<file path="config.mk">
export PLATFORM = sky130hd
export DESIGN_NAME = mem_copy_dma
export DESIGN_NICKNAME = d
export VERILOG_FILES = /design/src/rtl/mem_bus_pkg.sv /design/src/rtl/mem_copy_dma.sv
export SDC_FILE = /design/constraint.sdc
export NUM_CORES = 1
export LEC_CHECK = 0
export ABC_AREA = 1
export ABC_CLOCK_PERIOD_IN_PS = 2400
export CAP_MARGIN = 20
export CORE_MARGIN = 2
export CORE_UTILIZATION = 55
export DETAILED_ROUTE_END_ITERATION = 8
export DONT_BUFFER_PORTS = 1
export GPL_TIMING_DRIVEN = 0
export MAX_ROUTING_LAYER = met4
export PLACE_DENSITY = 0.69
export SLEW_MARGIN = 5
export SYNTH_ARGS = -nofsm -noshare
export SYNTH_HDL_FRONTEND = slang
export SYNTH_SLANG_ARGS = --single-unit
</file>
<file path="constraint.sdc">
create_clock -name i_clk -period 2.4 [get_ports i_clk]
set_clock_uncertainty 0.15 [all_clocks]
set_input_delay 0.48 -clock i_clk [delete_from_list [all_inputs] [get_ports i_clk]]
set_output_delay 0.48 -clock i_clk [all_outputs]
set_load 0.02 [all_outputs]
</file>
<file path="src/rtl/mem_bus_pkg.sv">
// Shared definitions for the 16-bit synchronous memory bus.
// Used by the CPU, the bus arbiter and the block-copy DMA.
package mem_bus_pkg;

  localparam int ADDR_W = 16;
  localparam int DATA_W = 16;

  typedef struct packed {
    logic              ce;
    logic              we;
    logic [ADDR_W-1:0] addr;
    logic [DATA_W-1:0] wdata;
  } bus_t;

  typedef enum logic [1:0] {
    IDLE,
    RD,
    CAP,
    WR
  } dma_state_t;

endpackage

</file>
<file path="src/rtl/mem_copy_dma.sv">
// Block-copy bus initiator: read, capture, write one word at a time.
// Second bus master behind the arbiter; waits on i_grant.
module mem_copy_dma #(
  parameter int ADDR_W = 16,
  parameter int DATA_W = 16,
  parameter int LEN_W  = 16
) (
  input  logic              i_clk,
  input  logic              i_rst_n,
  input  logic              i_start,
  input  logic [ADDR_W-1:0] i_src,
  input  logic [ADDR_W-1:0] i_dst,
  input  logic [LEN_W-1:0]  i_len,
  input  logic              i_grant,
  output logic              o_ce,
  output logic              o_we,
  output logic [ADDR_W-1:0] o_addr,
  output logic [DATA_W-1:0] o_w_data,
  input  logic [DATA_W-1:0] i_r_data,
  output logic              o_busy,
  output logic              o_done,
  output logic [LEN_W-1:0]  o_count
);

  import mem_bus_pkg::*;

  dma_state_t        state;
  logic [ADDR_W-1:0] src;
  logic [ADDR_W-1:0] dst;
  logic [LEN_W-1:0]  len;
  logic [LEN_W-1:0]  cnt_nxt;
  logic [ADDR_W-1:0] src_nxt;

  assign cnt_nxt = o_count + LEN_W'(1);
  assign src_nxt = src + ADDR_W'(1);

  always_ff @(posedge i_clk) begin
    if (!i_rst_n) begin
      state    <= IDLE;
      src      <= '0;
      dst      <= '0;
      len      <= '0;
      o_ce     <= 1'b0;
      o_we     <= 1'b0;
      o_addr   <= '0;
      o_w_data <= '0;
      o_busy   <= 1'b0;
      o_done   <= 1'b0;
      o_count  <= '0;
    end else begin
      o_done <= 1'b0;
      unique case (state)
        IDLE: begin
          if (i_start && i_len != '0) begin
            src     <= i_src;
            dst     <= i_dst;
            len     <= i_len;
            o_count <= '0;
            o_ce    <= 1'b1;
            o_we    <= 1'b0;
            o_addr  <= i_src;
            o_busy  <= 1'b1;
            state   <= RD;
          end else if (i_start) begin
            o_done <= 1'b1;
          end
        end
        RD: begin
          if (i_grant) begin
            o_ce  <= 1'b0;
            state <= CAP;
          end
        end
        CAP: begin
          // read data arrives one cycle after the granted read edge
          o_w_data <= i_r_data;
          o_ce     <= 1'b1;
          o_we     <= 1'b1;
          o_addr   <= dst;
          state    <= WR;
        end
        WR: begin
          if (i_grant) begin
            src     <= src_nxt;
            dst     <= dst + ADDR_W'(1);
            o_count <= cnt_nxt;
            if (cnt_nxt == len) begin
              o_ce   <= 1'b0;
              o_we   <= 1'b0;
              o_busy <= 1'b0;
              o_done <= 1'b1;
              state  <= IDLE;
            end else begin
              o_we   <= 1'b0;
              o_addr <= src_nxt;
              state  <= RD;
            end
          end
        end
        default: state <= IDLE;
      endcase
    end
  end

endmodule

</file>
==> impl_metrics.env <==
export IMPL_path_cells="ha_4, nand2_8, nor2_8, nand2_1, nand2_1, and2_4, nor2_2, nor2_2, nand2_2, nor2_4, nand3_4, buf_6, buf_6, nand3_2, nand2_1, nor2_1"
export IMPL_start_util=0.5611
export IMPL_synthXorXnorAreaFrac=0.01927
export IMPL_final_cell_mix="nand2_1, nor2_1, dfxtp_1"
export IMPL_synthCells=878
export IMPL_routed_wl_microns=18760
export IMPL_rows=37
export IMPL_synth_seq_cells=102
export IMPL_die_w_microns=105.9
export IMPL_power_internal_w=0.004112
export IMPL_required_ps=2580
export IMPL_synth_top_family_by_area="simple AND/OR/NAND/NOR gates"
export IMPL_wl_per_cell_microns=17.83
export IMPL_drtIter0Drc=680
export IMPL_design_area_sq_mm=0.006706
export IMPL_postCtsHoldBufs=0
export IMPL_antenna_found_initial=1
export IMPL_crit_type="flop to flop"
export IMPL_power_switching_w=0.003612
export IMPL_clockPowerShare=0.171
export IMPL_crit_fanout=7
export IMPL_crit_family="simple AND/OR/NAND/NOR gates"
export IMPL_grt_setup_unrepaired="true"
export IMPL_maxCapViolCount=0
export IMPL_seq_power_share=0.388
export IMPL_syn_area_sq_mm=0.005714
export IMPL_overflow=0
export IMPL_cp_start_kind="flop"
export IMPL_synth_net_count=955
export IMPL_worstHoldPathType="primary input to flop"
export IMPL_areaGrowthSynthToFinish_pct=17.36
export IMPL_grt_max_degree=17
export IMPL_setup_viol=19
export IMPL_cpMostUsedCell="nand2_1"
export IMPL_gp_congestion=0.9502
export IMPL_clkTransAtPathRegs_ps=100
export IMPL_synth_adder_area_share=0.01971
export IMPL_max_vdd_ir_drop_mv=0.7074
export IMPL_drive_above_1_share=0.1661
export IMPL_cts_buffers=9
export IMPL_cp_num_buf_inv=2
export IMPL_port_buffers=0
export IMPL_vias_per_cell=5.958
export IMPL_placed_cells=1014
export IMPL_power_frac_comb=0.441
export IMPL_ios=120
export IMPL_ys_seq_area_frac=0.3573
export IMPL_regArea_sq_mm=0.002073
export IMPL_layout_setup_ws_ps=-70.34
export IMPL_dp_hpwl_microns=13520
export IMPL_cp_slowest_cell="dfxtp_4"
export IMPL_avgSynthCellArea_sq_um=6.508
export IMPL_dr_total_vias=6268
export IMPL_violations="negative setup slack"
export IMPL_fmax_mhz=404.8
export IMPL_multiInputGateArea_sq_mm=0.003492
export IMPL_p_leak_nw=2.822
export IMPL_grt_pass1_vias=5771
export IMPL_post_dp_cell_area_sq_mm=0.005886
export IMPL_post_route_drc_count=0
export IMPL_grt_usage=0.3419
export IMPL_yosys_area_share_simple=0.3613
export IMPL_yosysTopAreaCell="dfxtp_1"
export IMPL_dr_pass1_iters=7
export IMPL_tightest_slew_ps=611.4
export IMPL_outcome="complete, but fails checks"
export IMPL_fin_nets=987
export IMPL_fin_crit_sh=1.029
export IMPL_final_fill_count=943
export IMPL_ys_types=38
export IMPL_slew_headroom=0.5924
export IMPL_fin_crit_ps=2470
export IMPL_yosysWarnings=0
export IMPL_cts_max_path_buffers=2
export IMPL_synth_compound_area_frac=0.1587
export IMPL_switching_share=0.4676
export IMPL_cts_tree="built"
export IMPL_grt_pass1_wl_microns=28950
export IMPL_cts_htree_levels=3
export IMPL_end_kind="flop"
export IMPL_synth_top_area_frac=0.3573
export IMPL_root_buffer="clkbuf_8"
export IMPL_synth_area_leaders="dfxtp_1, nand2_1, nor2_1"
export IMPL_final_cells=1052
export IMPL_clock_latency_ps=400
export IMPL_cts_sinks=102
export IMPL_die_area_sq_mm=0.01122
export IMPL_power_density_mw_per_mm2=1152
export IMPL_hold_viol=0
export IMPL_muxShareOfSynthArea=0
export IMPL_max_stage_delay_ps=450
export IMPL_ant_nets=0
export IMPL_postLayoutCoreUtil=0.6585
export IMPL_cp_arrival_ps=2650
export IMPL_core_area_sq_mm=0.01018
export IMPL_finalMaxSlewViolations=0
export IMPL_die_height_microns=105.9
export IMPL_final_common_cell="nand2_1"
[through the flow]
stage / setup slack [ps] / TNS (ps) / power, W / hold slack (ps)
after global routing: -222.1 / -6438 / 0.008177 / 69.27
after floorplan: 16.37 / 0 / 0.004882 / 293.7
after global placement: -642.1 / -32220 / 0.005678 / 306.0
after CTS: -92.34 / -963.5 / 0.007349 / 48.09
after detailed placement: -711.0 / -37240 / 0.005766 / 315.8
final: -70.34 / -717.4 / 0.007723 / 61.86
[synth_stat cells]
cell and n:
nor4_1 9, nor2_1 114, xnor3_1 1, nand3_4 1
a22oi_1 4, a31oi_1 11, nand2_1 212, inv_1 82
nor2_4 4, buf_1 1, o211ai_1 4, o221ai_1 2
clkbuf_1 32, a211o_1 1, buf_6 2, o21bai_2 1
inv_2 3, xnor2_1 3, o21ai_0 72, buf_2 1
a21oi_1 62, nand3b_1 8, nand3_1 71, clkinv_1 2
nand2_2 5, a221oi_1 5, xor2_1 7, and2_1 2
a211oi_1 1, ha_1 9, nand4_1 15, nor3_1 6
or2_2 5, o22ai_1 3, nand2b_1 1, nor2_8 1
dfxtp_1 102, nor2_2 13
[cell type report]
cell class | instances | area share
inverters | 87 | 0.04944
diodes | 1 | 0.0003731
clock buffers | 12 | 0.02463
multi-input cells | 654 | 0.5207
repair buffers | 20 | 0.03116
flip-flops and latches | 102 | 0.3091
clock inverters | 4 | 0.01157
well taps | 136 | 0.02537
plain buffers | 36 | 0.02761
[worst reg2reg max path: cells and delay by family (launching register included)]
kind	cells	cell delay [ps]
AND/OR/NAND/NOR	13	1320
flip-flops	1	450
buffers and inverters	2	280
adder cells (fa/ha/maj)	1	220
[power groups by stage]
stage	combinational, W	sequential (W)	clock [W]
after floorplan	0.00203	0.00286	0
after global placement	0.00269	0.00299	0
after detailed placement	0.00277	0.00300	0
after CTS	0.00305	0.00297	0.00133
after global routing	0.00374	0.00305	0.00139
final	0.00341	0.00300	0.00132
[repair_timing]
action                     4_1_cts  5_1_grt
gates cloned                     3        0
pin swaps                       16       35
setup endpoints to repair       83       66
gates resized for setup         57       77
buffers inserted                 9        9
[sequential cells by signal, indices dropped and copies added (netlist names)]
register	cells
dst	16
len	16
o_addr	16
o_busy	1
o_ce	1
o_count	16
o_done	1
o_w_data	16
o_we	1
src	16
state	2
[routing by layer]
metal	part of all wire	GRT usage	vias to the layer above
li1	-	-	2958
met3	0.11	0.05702	43
met1	0.43	0.4692	2911
met2	0.45	0.5083	356
met5	0	-	-
met4	0.023	0.1297	0
[path summary, 6_finish.rpt]
path,from,endpoint,slack [ps],cells after the start
setup / recovery,o_count[0],o_addr[1],-70,16
hold / removal,i_len[7],len[7],60,2
setup reg to reg,o_count[0],o_addr[1],-70,16
hold reg to reg,len[15],len[15],330,2
[kinds of logic (layout without fill, tap and decap cells)]
family,after synthesis,count (layout)
compound gates,166,166
buf+inv,123,159
flops,102,102
simple gates,467,468
other cells,0,1
xor+xnor,11,11
fa+ha+maj,9,9
Note: power is estimated with default switching activity, not from simulation.
